### config.mk
export PLATFORM = sky130hd
export DESIGN_NAME = ctrl_pipeline
export DESIGN_NICKNAME = d
export VERILOG_FILES = /design/src/rtl/ctrl_pkg.sv /design/src/rtl/ctrl_decode.sv /design/src/rtl/ctrl_pipeline.sv
export SDC_FILE = /design/constraint.sdc
export NUM_CORES = 1
export LEC_CHECK = 0
export BUFFER_PORTS_ARGS = -buffer_cell sky130_fd_sc_hd__buf_2
export CAP_MARGIN = 20
export CORE_AREA = 2 2 48 50
export DETAILED_ROUTE_END_ITERATION = 10
export DIE_AREA = 0 0 50 52
export PLACE_DENSITY = 0.81
export SLEW_MARGIN = 20
export SYNTH_ARGS = -nofsm -noshare
export SYNTH_HDL_FRONTEND = slang
export SYNTH_SLANG_ARGS = --single-unit
### constraint.sdc
create_clock -name clk_i -period 1.44 [get_ports clk_i]
set_clock_uncertainty 0.15 [all_clocks]
set_input_delay 0.072 -clock clk_i [delete_from_list [all_inputs] [get_ports clk_i]]
set_output_delay 0.072 -clock clk_i [all_outputs]
set_load 0.1 [all_outputs]
### src/rtl/ctrl_pkg.sv
// ctrl_pkg: opcodes, ALUOp encodings and the control bundle shared by the control pipeline
package ctrl_pkg;
  localparam logic [6:0] OPC_R   = 7'b0110011;
  localparam logic [6:0] OPC_I   = 7'b0010011;
  localparam logic [6:0] OPC_LW  = 7'b0000011;
  localparam logic [6:0] OPC_SW  = 7'b0100011;
  localparam logic [6:0] OPC_BEQ = 7'b1100011;
  localparam logic [6:0] OPC_LUI = 7'b0110111;
  localparam logic [6:0] OPC_JAL = 7'b1101111;
  localparam logic [2:0] ALUOP_RTYPE = 3'b000;
  localparam logic [2:0] ALUOP_IMM   = 3'b001;
  localparam logic [2:0] ALUOP_ADD   = 3'b010;
  localparam logic [2:0] ALUOP_SUB   = 3'b011;
  localparam logic [2:0] ALUOP_PASS  = 3'b100;
  localparam logic [2:0] ALUOP_LINK  = 3'b101;
  typedef struct packed {
    logic       alu_src;
    logic       reg_write;
    logic       mem_to_reg;
    logic       mem_read;
    logic       mem_write;
    logic       branch;
    logic       jump;
    logic [2:0] alu_op;
  } ctrl_bundle_t;
endpackage

### src/rtl/ctrl_decode.sv
// ctrl_decode: combinational opcode to control bundle decode with illegal-opcode flag
module ctrl_decode
  import ctrl_pkg::*;
(
  input  logic [6:0]   op,
  output ctrl_bundle_t ctrl,
  output logic         illegal
);
  always_comb begin
    ctrl = '0;
    illegal = 1'b0;
    case (op)
      OPC_R:   ctrl = '{1'b0, 1'b1, 1'b0, 1'b0, 1'b0, 1'b0, 1'b0, ALUOP_RTYPE};
      OPC_I:   ctrl = '{1'b1, 1'b1, 1'b0, 1'b0, 1'b0, 1'b0, 1'b0, ALUOP_IMM};
      OPC_LW:  ctrl = '{1'b1, 1'b1, 1'b1, 1'b1, 1'b0, 1'b0, 1'b0, ALUOP_ADD};
      OPC_SW:  ctrl = '{1'b1, 1'b0, 1'b0, 1'b0, 1'b1, 1'b0, 1'b0, ALUOP_ADD};
      OPC_BEQ: ctrl = '{1'b0, 1'b0, 1'b0, 1'b0, 1'b0, 1'b1, 1'b0, ALUOP_SUB};
      OPC_LUI: ctrl = '{1'b1, 1'b1, 1'b0, 1'b0, 1'b0, 1'b0, 1'b0, ALUOP_PASS};
      OPC_JAL: ctrl = '{1'b0, 1'b1, 1'b0, 1'b0, 1'b0, 1'b0, 1'b1, ALUOP_LINK};
      default: illegal = 1'b1;
    endcase
  end
endmodule

### src/rtl/ctrl_pipeline.sv
// ctrl_pipeline: main control unit carrying the decoded bundle through ID/EX, EX/MEM and MEM/WB; CTRL_PIPELINE_PERF_EN adds a stall/flush bubble counter
module ctrl_pipeline
  import ctrl_pkg::*;
#(
  parameter int OP_W    = 7,
  parameter int ALUOP_W = 3,
  parameter int CNT_W   = 16
) (
  input  logic               clk_i,
  input  logic               rst_i,
  input  logic [OP_W-1:0]    Op_i,
  input  logic               valid_i,
  input  logic               Stall_i,
  input  logic               Flush_i,
  output logic               ex_valid_o,
  output logic [ALUOP_W-1:0] ex_ALUOp_o,
  output logic               ex_ALUSrc_o,
  output logic               ex_Branch_o,
  output logic               ex_Jump_o,
  output logic               ex_MemRead_o,
  output logic               mem_valid_o,
  output logic               mem_MemRead_o,
  output logic               mem_MemWrite_o,
  output logic               wb_valid_o,
  output logic               wb_RegWrite_o,
  output logic               wb_MemtoReg_o,
  output logic               illegal_o,
  output logic [CNT_W-1:0]   bubble_cnt_o
);
  ctrl_bundle_t dec, ex_q;
  logic dec_illegal, issue, load;
  logic ex_v, mem_v, mem_mr, mem_mw, mem_rw, mem_m2r, wb_v, wb_rw, wb_m2r, ill_q;
  ctrl_decode u_dec (.op(Op_i), .ctrl(dec), .illegal(dec_illegal));
  assign issue = valid_i & ~Stall_i & ~Flush_i;
  assign load  = issue & ~dec_illegal;
  always_ff @(posedge clk_i) begin
    if (rst_i) begin
      ex_q <= '0;
      {ex_v, mem_v, mem_mr, mem_mw, mem_rw, mem_m2r, wb_v, wb_rw, wb_m2r, ill_q} <= '0;
    end else begin
      ex_v    <= load;
      ex_q    <= load ? dec : '0;
      mem_v   <= ex_v;
      mem_mr  <= ex_q.mem_read;
      mem_mw  <= ex_q.mem_write;
      mem_rw  <= ex_q.reg_write;
      mem_m2r <= ex_q.mem_to_reg;
      wb_v    <= mem_v;
      wb_rw   <= mem_rw;
      wb_m2r  <= mem_m2r;
      ill_q   <= ill_q | (issue & dec_illegal);
    end
  end
  assign ex_valid_o     = ex_v;
  assign ex_ALUOp_o     = ALUOP_W'(ex_q.alu_op);
  assign ex_ALUSrc_o    = ex_q.alu_src;
  assign ex_Branch_o    = ex_q.branch;
  assign ex_Jump_o      = ex_q.jump;
  assign ex_MemRead_o   = ex_q.mem_read;
  assign mem_valid_o    = mem_v;
  assign mem_MemRead_o  = mem_mr;
  assign mem_MemWrite_o = mem_mw;
  assign wb_valid_o     = wb_v;
  assign wb_RegWrite_o  = wb_rw;
  assign wb_MemtoReg_o  = wb_m2r;
  assign illegal_o      = ill_q;
`ifdef CTRL_PIPELINE_PERF_EN
  logic [CNT_W-1:0] cnt_q;
  always_ff @(posedge clk_i) begin
    if (rst_i) cnt_q <= '0;
    else if ((Stall_i | Flush_i) && !(&cnt_q)) cnt_q <= cnt_q + CNT_W'(1);
  end
  assign bubble_cnt_o = cnt_q;
`else
  assign bubble_cnt_o = '0;
`endif
endmodule

### Word-level counts from Yosys, hierarchy flattened

Cells that the tools add are included.

| storage, ports and cells | value |
|---|---|
| register bits after elaboration | 20 |
| output and inout bits | 31 |

| operators by class | value |
|---|---|
| equal/unequal tests | 7 |
| mux-type cells | 2 |
| bitwise operators | 8 |
| reductions and logical operators | 2 |

Operator list:

| kind | number |
|---|---|
| one-hot mux 10 bit (7 select lines) | 1 |
| == test 7 x 6 -> 1 bit, second input constant | 3 |
| == test 7 bit, second input constant | 2 |
| == test 7 x 2 -> 1 bit, second input constant | 1 |
| == test 7 x 5 -> 1 bit, second input constant | 1 |
| OR reduction 7 bit | 1 |
| bitwise AND 1 bit | 4 |
| inverter 1 bit | 3 |
| OR reduction 2 bit | 1 |
| two-way mux 1 bit | 1 |
| OR 1 bit | 1 |

### Logic depth before layout (Yosys ltp)

Gate-level depths: netlist of run 1.

| depth | value |
|---|---|
| depth after elaboration | 6 |
| depth in mapped cells | 4 |
| mapped depth without buffers | 3 |

### Cells and area by module

From an unflattened synthesis of run 1, not the netlist that was laid out.

| unflattened totals | value |
|---|---|
| cells, all modules | 100 |
| area total of the unflattened synthesis | 998.5 sq um |

By module, submodules not included:

| module | instances | cells an instance | area an instance (sq um) |
|---|---|---|---|
| ctrl_pipeline | 1 | 67 | 800.8 |
| ctrl_decode | 1 | 33 | 197.7 |

### Worst setup path before layout of run 1

OpenSTA, ideal clock, no wires.

| path | value |
|---|---|
| path type | register to register |
| start point | reg ill_q (netlist: illegal_o) |
| end point | reg ill_q (netlist: illegal_o) |
| library setup time | 69 ps |
| arrival time | 1240 ps |
| data required time | 1221 ps |
| setup slack | -19 ps |
| cell stages (with the launch flop) | 4 |
| buffers on the path | 0 |
| clock period less this slack | 1459 ps |
| cell sequence | dfxtp_1 and2b_1 a21oi_1 o21ai_1 |

| between the ends | value |
|---|---|
| cells in the longest elaborated chain, start to end | 1 |

RTL lines:

| what | line | source |
|---|---|---|
| from (decl) | ctrl_pipeline.sv:32 | `logic ex_v, mem_v, mem_mr, mem_mw, mem_rw, mem_m2r, wb_v, wb_rw, wb_m2r, ill_q;` |
| from (signal assigned) | ctrl_pipeline.sv:51 | `ill_q <= ill_q \| (issue & dec_illegal);` |
| OR 1 bit | ctrl_pipeline.sv:51 |  |

Every way passes these cells.
A chain may end at the register's enable or synchronous reset.

### Worst setup path in the final report of run 1

| path | value |
|---|---|
| start point | in Op_i[6] |
| end point | reg ex_q[7] in the netlist's numbering |

| between the ends | value |
|---|---|
| cells in the longest elaborated chain, start to end | 5 |

RTL lines:

| what | line | source |
|---|---|---|
| from (decl) | ctrl_pipeline.sv:11 | `input logic [OP_W-1:0] Op_i,` |
| == test 7 x 6 -> 1 bit (tied with other cells) | ctrl_decode.sv:12 | `case (op)` |
| OR reduction 7 bit (no source line) | -- |  |
| bitwise AND 1 bit | ctrl_pipeline.sv:35 | `assign load = issue & ~dec_illegal;` |
| inverter 1 bit (no source line) | -- |  |
| OR reduction 2 bit (no source line) | -- |  |
| to (signal assigned) | ctrl_pipeline.sv:42 | `ex_q <= load ? dec : '0;` |
| to (decl) | ctrl_pipeline.sv:30 | `ctrl_bundle_t dec, ex_q;` |

Several ways; a longest one is shown, not always the timed one.

==> run metrics, run 1 <==
vias in the first global route=567; Synth Instances=88; synth unique cells=30; fraction of registers with async set or reset after synthesis=0; Placeable Area=0.00211 mm^2; CTS Buffer Depth=2; die width=50 um; Required @ worst endpoint=1.49 ns; post-placement setup slack=0.177 ns; Initial Util=0.400; Final Hold Fails=0; Max IR drop VDD=0.399 mV; TritonCTS clock tree=yes; Worst path max stage delay=0.53 ns; RSZ-0062 raised after global routing=false; CTS sink cnt=18; R2R cell count=3; share of cells above drive strength 1=0.298; antenna viol nets, final=0; predominant post-synthesis flop cell=dfxtp_1; Hold Path Depth=3; Residual DRC=0; fin worst setup slack=0.0626 ns; IO Count=43; setup_tns=0 ns; Final Max Tran Viols=0; largest cells by area after synthesis=dfxtp_1, buf_4, nor2b_1, nor4b_4, and2b_1; clock latency on the worst-skew pair=0.29 ns; Final setup violation count=0; Avg WL per Cell=9.94 um; fillers=197; Num CTS Buffers=3; Leak=0.501 nW; global routing usage on met2=0.206; Mapped Area=842 um^2; H-tree Lvls=1; overall die height=52 um; Post-synth EDFFs=0; clk slew on worst S/H paths=0.09 ns; Routed WL=1480 um; Placement Rows=17; top-count cell post-synth=buf_4; initial antenna violation count=0; slowest CP cell=dlygate4sd3_1; ANT cells=0; CP Launch Point=Op_i[6]; largest net degree at the start of global routing=11; post-synthesis area per instance=9.57 um^2; area post-placement=893 um^2; vias per cell=4.42; Synth-to-Final Area Change=23.5%; synth cell count leaders=buf_4, dfxtp_1, nor2b_1; HP Class=in -> reg; Max Freq=0.726 GHz; die area=0.00260 mm^2; CP Capture Type=register; pwr dens=1060 mW/mm^2; # port buffers=26; root buffer cell=clkbuf_4; gr usage total=0.117; Pre-Repair DR Iteration Count=4; CP Max Fanout=9; Final Cycle Share=0.957; drt initial violations=6; first-pass GRT wire length=2320 um; Startpoint Class=primary input; post-cts resize count=0; hold path start=Op_i[5]; sequential area share after synthesis=0.428; WP data arrival=1.43 ns; # Max-Cap Violations=0; layout net count=134; synthesis-stage register bit count=18; Design Area, Final=0.00104 mm^2; CP Class=in -> reg; r2r startpoint=illegal_o; RePlAce Congestion=0.768; DP HPWL=992 um; YS warnings=0; crit-path cells=dlygate4sd3_1, buf_2, nor4_1, nor3b_1; grt peak-use layer=met2; total grt overflow=0; Via Count=659; met1 usage=0.129; status=complete, no violations; Yosys top cell area share=0.428; GRT met3 Usage=0.0201; Synth area leader=dfxtp_1; fin crit period=1.38 ns
-- logic make-up (layout without fill, tap and decap cells) --
group / Yosys count / in the layout / synth area share
other: 1 / 16 / 0.00445
buffers and inverters: 25 / 43 / 0.217
AO/OA/AOI/OAI: 11 / 11 / 0.0906
XOR/XNOR: 2 / 2 / 0.0208
AND/OR/NAND/NOR: 31 / 31 / 0.239
flip-flops: 18 / 18 / 0.428
-- path summary, 6_finish.rpt --
check	endpoint	slack, ns
worst min-delay path	ex_ALUOp_o[0]	0.01
worst min register to register	wb_RegWrite_o	0.29
worst max register to register	illegal_o	0.54
worst max-delay path	ex_q[7]	0.06
-- final cells by class --
| type | instances | area (um^2) | share of cell area |
|---|---|---|---|
| Tap cell | 28 | 35.0 | 0.0337 |
| Multi-Input combinational cell | 60 | 355 | 0.342 |
| Timing Repair Buffer | 38 | 248 | 0.238 |
| Clock buffer | 4 | 36.3 | 0.0349 |
| Inverter | 1 | 3.75 | 0.00361 |
| Sequential cell | 18 | 362 | 0.348 |
-- metal layers --
metal | vias up | part of all wire
met5 | - | 0
li1 | 323 | -
met3 | 5 | 0.092
met1 | 292 | 0.39
met2 | 39 | 0.49
met4 | 0 | 0.023
-- state kept, by name, summed over array words and instances (netlist names) --
| signal | flops |
|---|---|
| wb_valid_o | 1 |
| wb_RegWrite_o | 1 |
| mem_valid_o | 1 |
| ex_Jump_o | 1 |
| illegal_o | 1 |
| ex_valid_o | 1 |
| wb_MemtoReg_o | 1 |
| mem_rw | 1 |
| ex_q | 3 |
| mem_MemWrite_o | 1 |
| ex_ALUOp_o | 3 |
| ex_Branch_o | 1 |
| mem_MemRead_o | 1 |
| ex_ALUSrc_o | 1 |
-- per-stage QoR --
stage                      util  power, mW  hold WS, ns  std cells
after global placement    0.424      0.789        0.202        134
after floorplan               -      0.802     -0.00639        103
after global routing      0.494       1.14       0.0379        149
after CTS                 0.494       1.11       0.0145        149
after detailed placement  0.424      0.793        0.213        134
final                     0.494       1.11       0.0140        149
-- what timing repair did --
action                                 CTS  global route
buffers inserted                         0             0
hold buffers                            11             0
endpoints found under the hold margin   13             0
-- where the power goes --
part           switching (mW)  internal, mW  total, mW
logic                   0.251        0.0525      0.304
clock network           0.147         0.154      0.301
registers             0.00110         0.501      0.502
total                   0.400         0.708       1.11
-- critical path: cells and delay by family --
kind	cells	cell delay (ns)
buffers and inverters	2	0.70
and+or+nand+nor	2	0.65
-- layout by cell type, fill, tap and decap left out, drive strengths merged --
cell	netlist	layout
o21ba	2	2
a21boi	1	1
nor4b	1	1
clkbuf	1	4
inv	1	1
dfxtp	18	18
and2b	3	3
nor4	3	3
nor2	3	3
nor2b	6	6
nor3	4	4
o21ai	3	3
a21oi	2	2
buf	23	27
dlygate4sd3	0	11
nand2b	1	1
conb	1	16
nor3b	2	2
o31ai	1	1
or2	1	1
nand2	4	4
nand3	2	2
a32oi	1	1
or4b	1	1
xnor2	2	2
a211oi	1	1
No activity file was read; power rests on OpenSTA's default activity.
==> run 2, diff against run 1 <==
Settings changed: CORE_AREA 2 2 48 50 to 2 2 50 52, CTS_CLUSTER_SIZE set to 25, DIE_AREA 0 0 50 52 to 0 0 52 54, PLACE_DENSITY 0.81 to 0.75.
Clock period 1.44 ns to 1.2 ns, I/O delays scaled along.
==> run 2 against run 1 <==
Register-to-register slack worse by 0.30 ns. Count of clock-buffer cells in the layout stayed put. Final area is 23% higher. Critical endpoint is now ex_q[5]. Largest cell class is now buffers. Largest power group unchanged. Highest routed layer unchanged.
==> run metrics, run 2 (synthesized netlist as in run 1, its figures left out) <==
RSZ-0062 raised after global routing=false; drt initial violations=8 (+2); HP Class=in -> reg; global routing usage on met2=0.243 (+0.0365); DP HPWL=1240 um (+25%); pwr dens=1060 mW/mm^2 (-0.84%); share of cells above drive strength 1=0.377 (+0.0795); Final setup violation count=0 (unchanged); root buffer cell=clkbuf_4; initial antenna violation count=0 (unchanged); clk slew on worst S/H paths=0.10 ns (about the same); CTS Buffer Depth=2 (unchanged); gr usage total=0.125 (+0.00815); clock latency on the worst-skew pair=0.30 ns (about the same); fin crit period=1.11 ns; first-pass GRT wire length=2500 um (+7.7%); area post-placement=0.00116 mm^2 (+30%); GRT met3 Usage=0.0333 (+0.0132); antenna viol nets, final=0 (unchanged); Max Freq=0.899 GHz; TritonCTS clock tree=yes; Design Area, Final=0.00128 mm^2 (+23%); die width=52 um (+4.0%); r2r startpoint=illegal_o; die area=0.00281 mm^2 (+8.0%); Final Max Tran Viols=0 (unchanged); RePlAce Congestion=0.709 (-7.7%); overall die height=54 um (+3.8%); Initial Util=0.363 (-0.0369); Via Count=669 (+1.5%); vias per cell=4.40 (-0.49%); Setup Fix Bufs, Post-CTS=0 (unchanged); Placement Rows=18 (+1); CP Max Fanout=6 (-3); CP Class=in -> reg; hold path start=Op_i[5]; Num CTS Buffers=3 (unchanged); vias in the first global route=636 (+12%); IO Count=43 (unchanged); Max IR drop VDD=0.608 mV (+53%); Placeable Area=0.00232 mm^2 (+10%); most frequent cells in the layout=conb_1, buf_12, dfxtp_1, buf_2, dlygate4sd3_1; Pre-Repair DR Iteration Count=4 (unchanged); grt peak-use layer=met2; Final Cycle Share=0.927; H-tree Lvls=1 (unchanged); fillers=196 (-0.51%); Required @ worst endpoint=1.26 ns (-0.23 ns); Residual DRC=0 (unchanged); r2r setup slk=0.24 ns (-0.30 ns); setup_tns=0 ns (unchanged); Leak=0.547 nW (+9.2%); CP Launch Point=Op_i[4]; met1 usage=0.106 (-0.0233); commonest non-fill, non-tap cell in the layout=conb_1; # Max-Cap Violations=0 (unchanged); CTS sink cnt=18 (unchanged); Synth-to-Final Area Change=51.7%; Startpoint Class=primary input; Routed WL=1590 um (+7.5%); layout net count=135 (+0.75%); CP Capture Type=register; Avg WL per Cell=10.5 um (+5.4%); Final Hold Fails=0 (unchanged); largest net degree at the start of global routing=11 (unchanged); WP data arrival=1.17 ns (-0.26 ns); ANT cells=0 (unchanged); status=complete, no violations; # port buffers=26 (unchanged); total grt overflow=0 (unchanged)
-- run 2: power breakdown --
part	leakage (nW)	internal [mW]	switching (mW)	total [mW]
logic	0.379	0.0766	0.303	0.380
clock network	0.0210	0.185	0.179	0.364
registers	0.147	0.601	0.00357	0.605
-- run 2: final timing paths --
check | endpoint | cells past startpoint
setup / recovery | ex_q[5] | 4
hold / removal | ex_ALUOp_o[2] | 4
setup reg to reg | illegal_o | 3
hold reg to reg | mem_MemWrite_o | 1
-- run 2: worst max-delay path, cell delays in order --
cell           delay, ns
buf_2               0.10
buf_4               0.14
dlygate4sd3_1       0.62
nor4_2              0.25
-- run 2: layer usage --
| layer | vias to the layer above | share of wire | wire [um] |
|---|---|---|---|
| li1 | 328 | - | - |
| met1 | 298 | 0.34 | 540 |
| met2 | 38 | 0.53 | 840 |
| met3 | 5 | 0.10 | 161 |
| met4 | 0 | 0.031 | 50 |
| met5 | - | 0 | 0 |
-- run 2: layout make-up --
| cell class | count | area, um^2 | area share |
|---|---|---|---|
| well taps | 30 | 37.5 | 0.0294 |
| multi-input cells | 60 | 364 | 0.285 |
| clock buffers | 4 | 36.3 | 0.0284 |
| repair buffers | 39 | 470 | 0.368 |
| inverters | 1 | 3.75 | 0.00294 |
| flip-flops and latches | 18 | 365 | 0.286 |
-- run 2: timing repair --
action	CTS	global route
resized for setup	0	3
endpoints found under the hold margin	15	2
hold buffers	7	1
endpoints found under the setup margin	0	4
-- run 2: through the flow --
| stage | hold WS (ns) | power (mW) | instances | utilization | setup slack [ns] |
|---|---|---|---|---|---|
| 6_report | 0.0118 | 1.35 | 152 | 0.551 | 0.0879 |
| 5_1_grt | 0.0162 | 1.41 | 152 | 0.551 | 0.0231 |
| 4_1_cts | 0.000344 | 1.36 | 152 | 0.547 | 0.0294 |
| 3_5_place_dp | 0.214 | 0.977 | 141 | 0.501 | -0.0446 |
| 3_3_place_gp | 0.202 | 0.972 | 141 | 0.501 | -0.0222 |
| 2_1_floorplan | -0.0258 | 0.962 | 103 | - | -0.140 |
==> run 3, diff against run 2 <==
Settings changed: BUFFER_PORTS_ARGS -buffer_cell sky130_fd_sc_hd__buf_2 to not set, CORE_AREA 2 2 50 52 to 2 2 43 45, CTS_CLUSTER_SIZE 25 to 30, DIE_AREA 0 0 52 54 to 0 0 45 47, DONT_BUFFER_PORTS set to 1, PLACE_DENSITY 0.75 to 0.74.
==> run 3 against run 2 <==
The flow now finishes with violations (hold timing). Utilization up 10 points. Routed wire length decreased by 4.4%. Count of clock-buffer cells in the layout is the same. Fmax is 1.9% lower. Sequential share of layout area rose by 5.4 points. Setup slack lost 0.022 ns. Critical path depth down 3. First-iteration DRC count up 75%. Flip-flop and latch count is the same. Final area fell by 16%. Critical endpoint is now mem_MemRead_o. Largest cell class is now sequential cells.
==> run metrics, run 3 (synthesized netlist as in run 1, its figures left out) <==
layout net count=119 (-12%); RSZ-0062 raised after global routing=false; overall die height=47 um (-13%); TritonCTS clock tree=yes; Design Area, Final=0.00107 mm^2 (-16%); share of cells above drive strength 1=0.255 (-0.122); Reg power frac=0.470 (+0.022); Final Hold Fails=18 (+18); Pre-Repair DR Iteration Count=4 (unchanged); Routed WL=1520 um (-4.4%); Required @ worst endpoint=0.99 ns (-0.27 ns); clock latency on the worst-skew pair=0.29 ns (about the same); CP Launch Point=mem_MemRead_o; drt initial violations=14 (+6); Max Freq=0.882 GHz (-1.9%); Gate power share=0.246 (-0.036); CTS Buffer Depth=2 (unchanged); ANT cells=0 (unchanged); Placement Rows=15 (-3); hold path start=rst_i; critical path buffer and inverter count=1 (-2); post-cts resize count=0 (unchanged); Clock Power Share=0.284 (+0.014); die area=0.00212 mm^2 (-25%); Leak=0.448 nW (-18%); gr usage total=0.163 (+0.0386); Worst R2R End=illegal_o; sink of the worst hold path=mem_valid_o; RePlAce Congestion=0.763 (+7.7%); Startpoint Class=register; r2r setup slk=0.27 ns (+0.03 ns); Initial Util=0.510 (+0.147); setup_tns=0 ns (unchanged); IO Count=43 (unchanged); slowest CP cell=dfxtp_1; DP HPWL=1100 um (-11%); root buffer cell=clkbuf_4; Net Sw Power=0.451 mW (-7.2%); Setup Fix Bufs, Post-CTS=0 (unchanged); total grt overflow=0 (unchanged); vias in the first global route=525 (-17%); Worst path max stage delay=0.34 ns (-0.28 ns); hold slack final=-0.335 ns (-0.347 ns); initial antenna violation count=0 (unchanged); WP data arrival=0.92 ns (-0.25 ns); crit-path cells=buf_4; fin crit period=1.13 ns (+0.0221 ns); Max IR drop VDD=0.958 mV (+58%); first-pass GRT wire length=2290 um (-8.3%); area post-placement=958 um^2 (-18%); # port buffers=0 (-100%); Synth-to-Final Area Change=27.6%; Via Count=588 (-12%); clk slew on worst S/H paths=0.10 ns (about the same); Avg WL per Cell=12.4 um (+18%); P_int=0.833 mW (-3.5%); R2R cell count=3 (unchanged); CP Class=reg -> out; status=complete, but fails checks; violations in the final reports=hold timing; vias per cell=4.78 (+8.6%); H-tree Lvls=1 (unchanged); Final Max Tran Viols=0 (unchanged); Num CTS Buffers=3 (unchanged); Sw Ratio=0.351 (-0.00897); Final setup violation count=0 (unchanged); CTS sink cnt=18 (unchanged); fin cells=123 (-19%); # Max-Cap Violations=0 (unchanged); most frequent cells in the layout=conb_1, dfxtp_1, dlygate4sd3_1, buf_12, buf_4; Placeable Area=0.00165 mm^2 (-29%); Hold Path Depth=1 (-3); r2r startpoint=illegal_o; CP Capture Type=output port; antenna viol nets, final=0 (unchanged); Final Cycle Share=0.945 (+0.0184); HP Class=in -> reg; commonest non-fill, non-tap cell in the layout=conb_1; delay-heaviest family, CP=flip-flops; pwr dens=1190 mW/mm^2 (+13%); Placed Instances=111 (-21%); Residual DRC=0 (unchanged); largest net degree at the start of global routing=11 (unchanged); Hold Buf Count CTS=8 (+1); CP Max Fanout=2 (-4); die width=45 um (-13%)
run 3: per-layer routing:
metal / share of wire / GRT usage / wire length, um / vias to the layer above
met5: 0 / 0 / 0 / -
li1: - / - / - / 291
met3: 0.060 / 0.0577 / 92 / 4
met1: 0.37 / 0.156 / 563 / 271
met2: 0.54 / 0.289 / 827 / 22
met4: 0.026 / 0.124 / 40 / 0
run 3: power groups by stage:
stage | logic (mW) | registers, mW | clock network (mW)
floorplan | 0.320 | 0.642 | 0
global placement | 0.290 | 0.617 | 0
detailed placement | 0.291 | 0.617 | 0
CTS | 0.312 | 0.603 | 0.384
global route | 0.325 | 0.604 | 0.407
finish | 0.315 | 0.603 | 0.365
run 3: worst max-delay path by stage:
stage / end / slack [ns] / depth (start not counted)
finish: mem_MemRead_o / 0.07 / 1
global route: mem_MemRead_o / 0.003 / 1
CTS: mem_MemRead_o / 0.04 / 1
detailed placement: ex_ALUSrc_o / 0.01 / 3
global placement: ex_ALUSrc_o / 0.05 / 3
floorplan: wb_MemtoReg_o / -0.14 / 1
run 3: area by class of cell:
class | count | area (um^2)
timing repair buffer | 23 | 293
fill | 143 | 577
sequential | 18 | 365
inverter | 1 | 3.75
multi-input combinational | 60 | 355
tap | 17 | 21.3
clock buffer | 4 | 36.3
run 3: per-stage QoR:
stage | total power [mW] | worst slack (ns) | util
after floorplan | 0.962 | -0.140 | -
after global placement | 0.907 | 0.0485 | 0.580
after detailed placement | 0.908 | 0.0125 | 0.580
after CTS | 1.30 | 0.0414 | 0.651
after global routing | 1.34 | 0.00331 | 0.651
final | 1.28 | 0.0658 | 0.651
